===== src/rtl/threshold_monitor.sv =====
// Hysteretic alarm driven by 4-bit magnitude comparator flags (a = sample, b = threshold).
// Consecutive greater/less runs raise/drop a registered alarm; equal samples are neutral.
module threshold_monitor #(
    parameter int CNT_W        = 4,
    parameter int ASSERT_CNT   = 3,
    parameter int DEASSERT_CNT = 3
) (
    input  logic             clk,
    input  logic             rst_n,
    input  logic             in_valid,
    input  logic             a_greater,
    input  logic             a_equal,
    input  logic             a_less,
    output logic             alarm,
    output logic             alarm_rise,
    output logic             alarm_fall,
    output logic             flag_err,
    output logic [1:0]       state,
    output logic [CNT_W-1:0] run_cnt
);

    typedef enum logic [1:0] {
        IDLE     = 2'd0,
        ARMING   = 2'd1,
        ALARM    = 2'd2,
        CLEARING = 2'd3
    } state_t;

    localparam logic [CNT_W-1:0] CNT_ONE      = CNT_W'(1);
    localparam logic [CNT_W-1:0] ASSERT_LIM   = CNT_W'(ASSERT_CNT);
    localparam logic [CNT_W-1:0] DEASSERT_LIM = CNT_W'(DEASSERT_CNT);

    if (CNT_W < 2 || CNT_W > 8) begin : g_bad_cnt_w
        $error("threshold_monitor: CNT_W must be in 2..8");
    end
    if (ASSERT_CNT < 1 || ASSERT_CNT > (1 << CNT_W) - 1) begin : g_bad_assert
        $error("threshold_monitor: ASSERT_CNT out of range for CNT_W");
    end
    if (DEASSERT_CNT < 1 || DEASSERT_CNT > (1 << CNT_W) - 1) begin : g_bad_deassert
        $error("threshold_monitor: DEASSERT_CNT out of range for CNT_W");
    end

    state_t           state_p1, state_nxt;
    logic [CNT_W-1:0] cnt_p1, cnt_nxt, cnt_inc;
    logic             alarm_p1, rise_p1, fall_p1, err_p1;
    logic             rise_nxt, fall_nxt, err_nxt;
    logic [2:0]       flags;
    logic             one_hot;

    assign flags   = {a_greater, a_equal, a_less};
    assign one_hot = (flags == 3'b100) || (flags == 3'b010) || (flags == 3'b001);
    assign cnt_inc = cnt_p1 + CNT_ONE;

    always_comb begin
        state_nxt = state_p1;
        cnt_nxt   = cnt_p1;
        rise_nxt  = 1'b0;
        fall_nxt  = 1'b0;
        err_nxt   = 1'b0;
        if (in_valid) begin
            if (!one_hot) begin
                err_nxt = 1'b1;
            end else begin
                // Equal samples fall through every branch below and leave the run intact.
                case (state_p1)
                    IDLE: begin
                        if (a_greater) begin
                            if (ASSERT_CNT == 1) begin
                                state_nxt = ALARM;
                                cnt_nxt   = '0;
                                rise_nxt  = 1'b1;
                            end else begin
                                state_nxt = ARMING;
                                cnt_nxt   = CNT_ONE;
                            end
                        end else if (a_less) begin
                            cnt_nxt = '0;
                        end
                    end
                    ARMING: begin
                        if (a_greater) begin
                            if (cnt_inc == ASSERT_LIM) begin
                                state_nxt = ALARM;
                                cnt_nxt   = '0;
                                rise_nxt  = 1'b1;
                            end else begin
                                cnt_nxt = cnt_inc;
                            end
                        end else if (a_less) begin
                            state_nxt = IDLE;
                            cnt_nxt   = '0;
                        end
                    end
                    ALARM: begin
                        if (a_greater) begin
                            cnt_nxt = '0;
                        end else if (a_less) begin
                            if (DEASSERT_CNT == 1) begin
                                state_nxt = IDLE;
                                cnt_nxt   = '0;
                                fall_nxt  = 1'b1;
                            end else begin
                                state_nxt = CLEARING;
                                cnt_nxt   = CNT_ONE;
                            end
                        end
                    end
                    CLEARING: begin
                        if (a_less) begin
                            if (cnt_inc == DEASSERT_LIM) begin
                                state_nxt = IDLE;
                                cnt_nxt   = '0;
                                fall_nxt  = 1'b1;
                            end else begin
                                cnt_nxt = cnt_inc;
                            end
                        end else if (a_greater) begin
                            state_nxt = ALARM;
                            cnt_nxt   = '0;
                        end
                    end
                    default: begin
                        state_nxt = IDLE;
                        cnt_nxt   = '0;
                    end
                endcase
            end
        end
    end

    // Output register stage: every port is driven from here.
    always_ff @(posedge clk or negedge rst_n) begin
        if (!rst_n) begin
            state_p1 <= IDLE;
            cnt_p1   <= '0;
            alarm_p1 <= 1'b0;
            rise_p1  <= 1'b0;
            fall_p1  <= 1'b0;
            err_p1   <= 1'b0;
        end else begin
            state_p1 <= state_nxt;
            cnt_p1   <= cnt_nxt;
            alarm_p1 <= (state_nxt == ALARM) || (state_nxt == CLEARING);
            rise_p1  <= rise_nxt;
            fall_p1  <= fall_nxt;
            err_p1   <= err_nxt;
        end
    end

    assign state      = state_p1;
    assign run_cnt    = cnt_p1;
    assign alarm      = alarm_p1;
    assign alarm_rise = rise_p1;
    assign alarm_fall = fall_p1;
    assign flag_err   = err_p1;

endmodule


===== config.mk =====
export PLATFORM = sky130hd
export DESIGN_NAME = threshold_monitor
export DESIGN_NICKNAME = d
export VERILOG_FILES = /design/src/rtl/threshold_monitor.sv
export SDC_FILE = /design/constraint.sdc
export NUM_CORES = 1
export LEC_CHECK = 0
export CORE_MARGIN = 1
export CORE_UTILIZATION = 50
export DETAILED_ROUTE_END_ITERATION = 8
export MAX_ROUTING_LAYER = met4
export PLACE_DENSITY = 0.91
export SLEW_MARGIN = 20
export SYNTH_ARGS = -nofsm -noshare
export SYNTH_HDL_FRONTEND = slang
export SYNTH_SLANG_ARGS = --single-unit

===== constraint.sdc =====
create_clock -name clk -period 3.59 [get_ports clk]
set_input_delay 0.718 -clock clk [delete_from_list [all_inputs] [get_ports clk]]
set_output_delay 0.718 -clock clk [all_outputs]
set_load 0.005 [all_outputs]

# Word level (Yosys, flattened, before mapping)
# Index checks and enable logic that the tools add are counted.
[totals]
register_bits = 10
output_inout_bits = 10
[op_classes]
n_addsub = 1
n_eq_ne = 11
mux = 32
reduce_logical = 5
[ops]
columns = ["cell", "n"]
rows = [
  ["4-bit 2-to-1 mux", 8],
  ["2-bit 2-to-1 mux", 11],
  ["4-bit case mux with 4 select lines", 1],
  ["1-bit 2-to-1 mux", 11],
  ["2-bit == test, second input constant", 4],
  ["2-bit case mux with 4 select lines", 1],
  ["3-bit inequality test, second input constant", 2],
  ["4-bit by 1-bit adder with 4-bit output, second input constant", 1],
  ["4-bit by 2-bit == test with 1-bit output, second input constant", 1],
  ["4-bit AND reduction", 1],
  ["3-bit by 1-bit == test with 1-bit output, second input constant", 1],
  ["3-bit by 2-bit == test with 1-bit output, second input constant", 1],
  ["3-bit == test, second input constant", 1],
  ["1-bit logical OR", 3],
  ["2-bit by 1-bit == test with 1-bit output, second input constant", 1],
  ["2-bit logical NOT", 1],
]

# Depth between registers and ports, before layout
[logic_depth]
word_depth = 9
mapped_depth = 6
depth_no_buf = 6

# Worst setup path after synthesis
# Ideal clock, no wire load.
[synth_path]
kind = "input port to flip-flop"
from = "in a_equal"
to = "reg cnt_p1[0] (netlist: run_cnt[0])"
setup_ns = 0.084
arrival_time_ns = 1.757
slack_ns = 1.749
cell_stages = 5
n_path_buf = 1
cell_sequence = "buf_2 or4b_2 o21ai_0 a21oi_1 a41oi_2"
[synth_via]
elab_chain_len = 4
[synth_rtl]
columns = ["element", "line", "text"]
rows = [
  ["from (decl)", "12", "input logic a_equal,"],
  ["3-bit == test or 3-bit by 2-bit == test with 1-bit output (tied branches)", "51", "assign one_hot = (flags == 3'b100) || (flags == 3'b010) || (flags == 3'b001);"],
  ["1-bit logical OR", "51", ""],
  ["1-bit logical OR (*)", "51", ""],
  ["4-bit AND reduction (no line) (*)", "n/a", ""],
  ["to (signal assigned)", "142", "cnt_p1 <= cnt_nxt;"],
  ["to (decl)", "44", "logic [CNT_W-1:0] cnt_p1, cnt_nxt, cnt_inc;"],
]
# Mark *: on every way between the ends. The rest lies on a longest branch, timed or not.
# A chain may end at the register's enable or synchronous reset.

# Worst setup path in the final report
[layout_path]
from = "in a_less"
to = "reg cnt_p1[0] (netlist: run_cnt[0])"
[layout_via]
elab_chain_len = 4
[layout_rtl]
columns = ["element", "line", "text"]
rows = [
  ["from (decl)", "13", "input logic a_less,"],
  ["3-bit == test or 3-bit by 2-bit == test with 1-bit output (tied branches)", "51", ""],
  ["1-bit logical OR (2 in series)", "51", ""],
  ["4-bit AND reduction (no line)", "n/a", ""],
]
# Several ways; a longest one is shown, not always the timed one.

==> flow_metrics.tcl <==
set metrics [dict create \
    status "finished, final reports clean" \
    grt_pass1_wl_microns 2470 \
    setup_viol 0 \
    synth_top_area_frac 0.3546 \
    wl_microns 1508 \
    path_buf_inv 1 \
    final_nets 98 \
    place_area_sq_um 855.8 \
    via_count 618 \
    antenna_left 0 \
    dieArea_sq_um 1565 \
    finalWeightedCongestion 0.7830 \
    synth-async-reset-ratio 1.000 \
    ios 16 \
    post_cts_buffers 0 \
    cts_tree "built" \
    dpl_worst_slack_ns 1.104 \
    synthTopCellsByArea "dfrtp_1, and3b_1, xnor2_1" \
    drt-initial-drc-count 19 \
    post-route-period-util 0.6137 \
    yosysSeqAreaShare 0.3546 \
    synth_edf_count 0 \
    final_area_sq_um 892.1 \
    numPortBuffers 15 \
    synth_top_cell_by_area "dfrtp_1" \
    rsz0062_at_grt "no" \
    cts_buffers 3 \
    clock_path_buffers 2 \
    area_delta_synth_final_pct 26.42 \
    core_sq_um 1301 \
    synth_area_per_cell_sq_um 9.536 \
    slew_headroom 0.7010 \
    antenna_cells 0 \
    grt_max_degree 14 \
    cpMaxStageDelayCell "or4b_2" \
    cts_sinks 10 \
    clk_pin_slew_worst_paths_ns 0.07 \
    ir_drop_mv 0.2228 \
    rows 13 \
    track_usage 0.2418 \
    fin_crit_ns 2.203 \
    critPathKind "primary input to register" \
    cp-end-kind "register" \
    max-cap-violations 0 \
    yosysUniqueCellTypes 36 \
    worstMarginPinSlew_ns 0.4470 \
    die_h_microns 39.57 \
    ctsResizeCount 0 \
    worst_setup_path_start_kind "primary input" \
    synth_nets 82 \
    p_leak_nw 0.3515 \
    h-tree-depth 1 \
    setup_ws_ns 1.387 \
    die_x_microns 39.57 \
    synth-main-ff-cell "dfrtp_1" \
    synth_common_cells "dfrtp_1, nand2_1, nand2b_1, nand3_1" \
    hpwl_microns 1081 \
    start_util 0.5423 \
    ys_warn_count 0 \
    tns_ns 0 \
    slew_viol_final 0 \
    clk_latency_ns 0.27 \
    critical_path.top_delay_family "simple AND/OR/NAND/NOR gates" \
    required_ns 3.78 \
    drc_errors 0 \
    slowest_delay_ns 0.71 \
    arrival_ns 2.40 \
    utilization 0.6856 \
    ctsHoldBuffers 0 \
    fmax_mhz 453.9 \
    powerDensity_nw_per_um2 403.0 \
    syn_inst 74 \
    crit_chain "clkdlybuf4s50_1, or4b_2, o21ai_0, a21oi_1, a41oi_2" \
    routedWlPerCell_microns 14.50 \
    finalHoldViolCount 0 \
    yosysMostFrequentCell "dfrtp_1" \
    viasPerCell 5.942 \
    drive_above_1_share 0.1124 \
    grt_overflow 0 \
    cts_root_buffer "clkbuf_4" \
    finClkSkew_ns 0.006393 \
    first_pass_iters 4 \
    syn_area_sq_um 705.7 \
    min_path_type "register to register" \
    grt_pass1_vias 559 \
    ys_ff_latch 10 \
    cp_max_fo 13 \
    grt_antenna_before_repair 0 \
]
## sequential cells by signal, summed over array words and instances, names as in the netlist
name	cells
alarm	1
alarm_fall	1
alarm_rise	1
flag_err	1
run_cnt	4
state	2
## final timing paths
check	cells after the start	startpoint	slack, ns	to
setup / recovery	5	a_less	1.39	run_cnt[0]
hold / removal	1	run_cnt[2]	0.61	run_cnt[2]
setup reg to reg	6	run_cnt[0]	1.63	state[0]
hold reg to reg	1	run_cnt[2]	0.61	run_cnt[2]
max in group asynchronous	1	rst_n	2.52	flag_err
min in group asynchronous	1	rst_n	0.76	run_cnt[1]
## where the power goes
group / leakage (nW) / switching, mW / internal (mW)
clock network: 0.0210 / 0.0402 / 0.0616
registers: 0.132 / 0.0267 / 0.126
logic: 0.198 / 0.0456 / 0.0598
total: 0.352 / 0.113 / 0.247
## final cells by class
type / instances / area [sq um]
clock buffer: 4 / 36.28
fill: 101 / 409.1
inverter: 1 / 3.754
multi-input combinational: 59 / 432.9
sequential: 10 / 250.2
tap: 15 / 18.77
timing repair buffer: 15 / 150.1
## worst register-to-register path, cell delays in order, from the launching register on
cell and delay (ns):
dfrtp_1 0.48, inv_1 0.12, ha_1 0.20, or4b_4 0.48, o31ai_4 0.12, and3_4 0.28
and3b_1 0.17
## metrics by stage
| step | power [mW] | hold WS [ns] | cells |
|---|---|---|---|
| 2_1_floorplan | 0.2108 | 0.4224 | 74 |
| 6_report | 0.3595 | 0.6145 | 104 |
| 3_3_place_gp | 0.2542 | 0.5834 | 100 |
| 3_5_place_dp | 0.2592 | 0.5965 | 100 |
| 4_1_cts | 0.3595 | 0.6123 | 104 |
| 5_1_grt | 0.3795 | 0.6579 | 104 |
## logic make-up after synthesis
| logic type | count (synthesis) | synth area share |
|---|---|---|
| AND/OR/NAND/NOR | 33 | 0.2926 |
| adder cells (fa/ha/maj) | 2 | 0.03546 |
| XOR/XNOR | 4 | 0.04965 |
| buffers and inverters | 5 | 0.03190 |
| flip-flops | 10 | 0.3546 |
| AO/OA/AOI/OAI | 20 | 0.2358 |
## layout by cell type, fill, tap and decap left out
master and instances:
a2111oi_0 1, a21boi_1 1, a21oi_1 3, a2bb2oi_1 2, a41oi_2 1, and2_1 2, and3_4 1, and3b_1 3
clkbuf_4 3, clkbuf_8 1, clkdlybuf4s50_1 15, dfrtp_1 10, ha_1 2, inv_1 1, nand2_1 4, nand2b_1 4
nand3_1 4, nand4_1 1, nor2_1 3, nor2b_1 3, nor3_1 3, nor3b_1 1, o211ai_1 2, o21ai_0 3
o21bai_1 1, o221a_2 1, o22a_1 1, o22ai_1 1, o2bb2ai_1 1, o31ai_1 1, o31ai_4 1, or2b_1 1
or3_1 1, or4b_2 1, or4b_4 1, xnor2_1 3, xor2_1 1
## per-layer routing
metal / share of wire / GRT usage / wire length, microns / vias up
met2: 0.50 / 0.3893 / 755 / 15
met5: 0 / - / 0 / -
li1: - / - / - / 307
met4: 0.0093 / 0.1121 / 14 / 0
met1: 0.47 / 0.3074 / 710 / 294
met3: 0.017 / 0.01705 / 26 / 2
(Power assumes the default switching activity.)
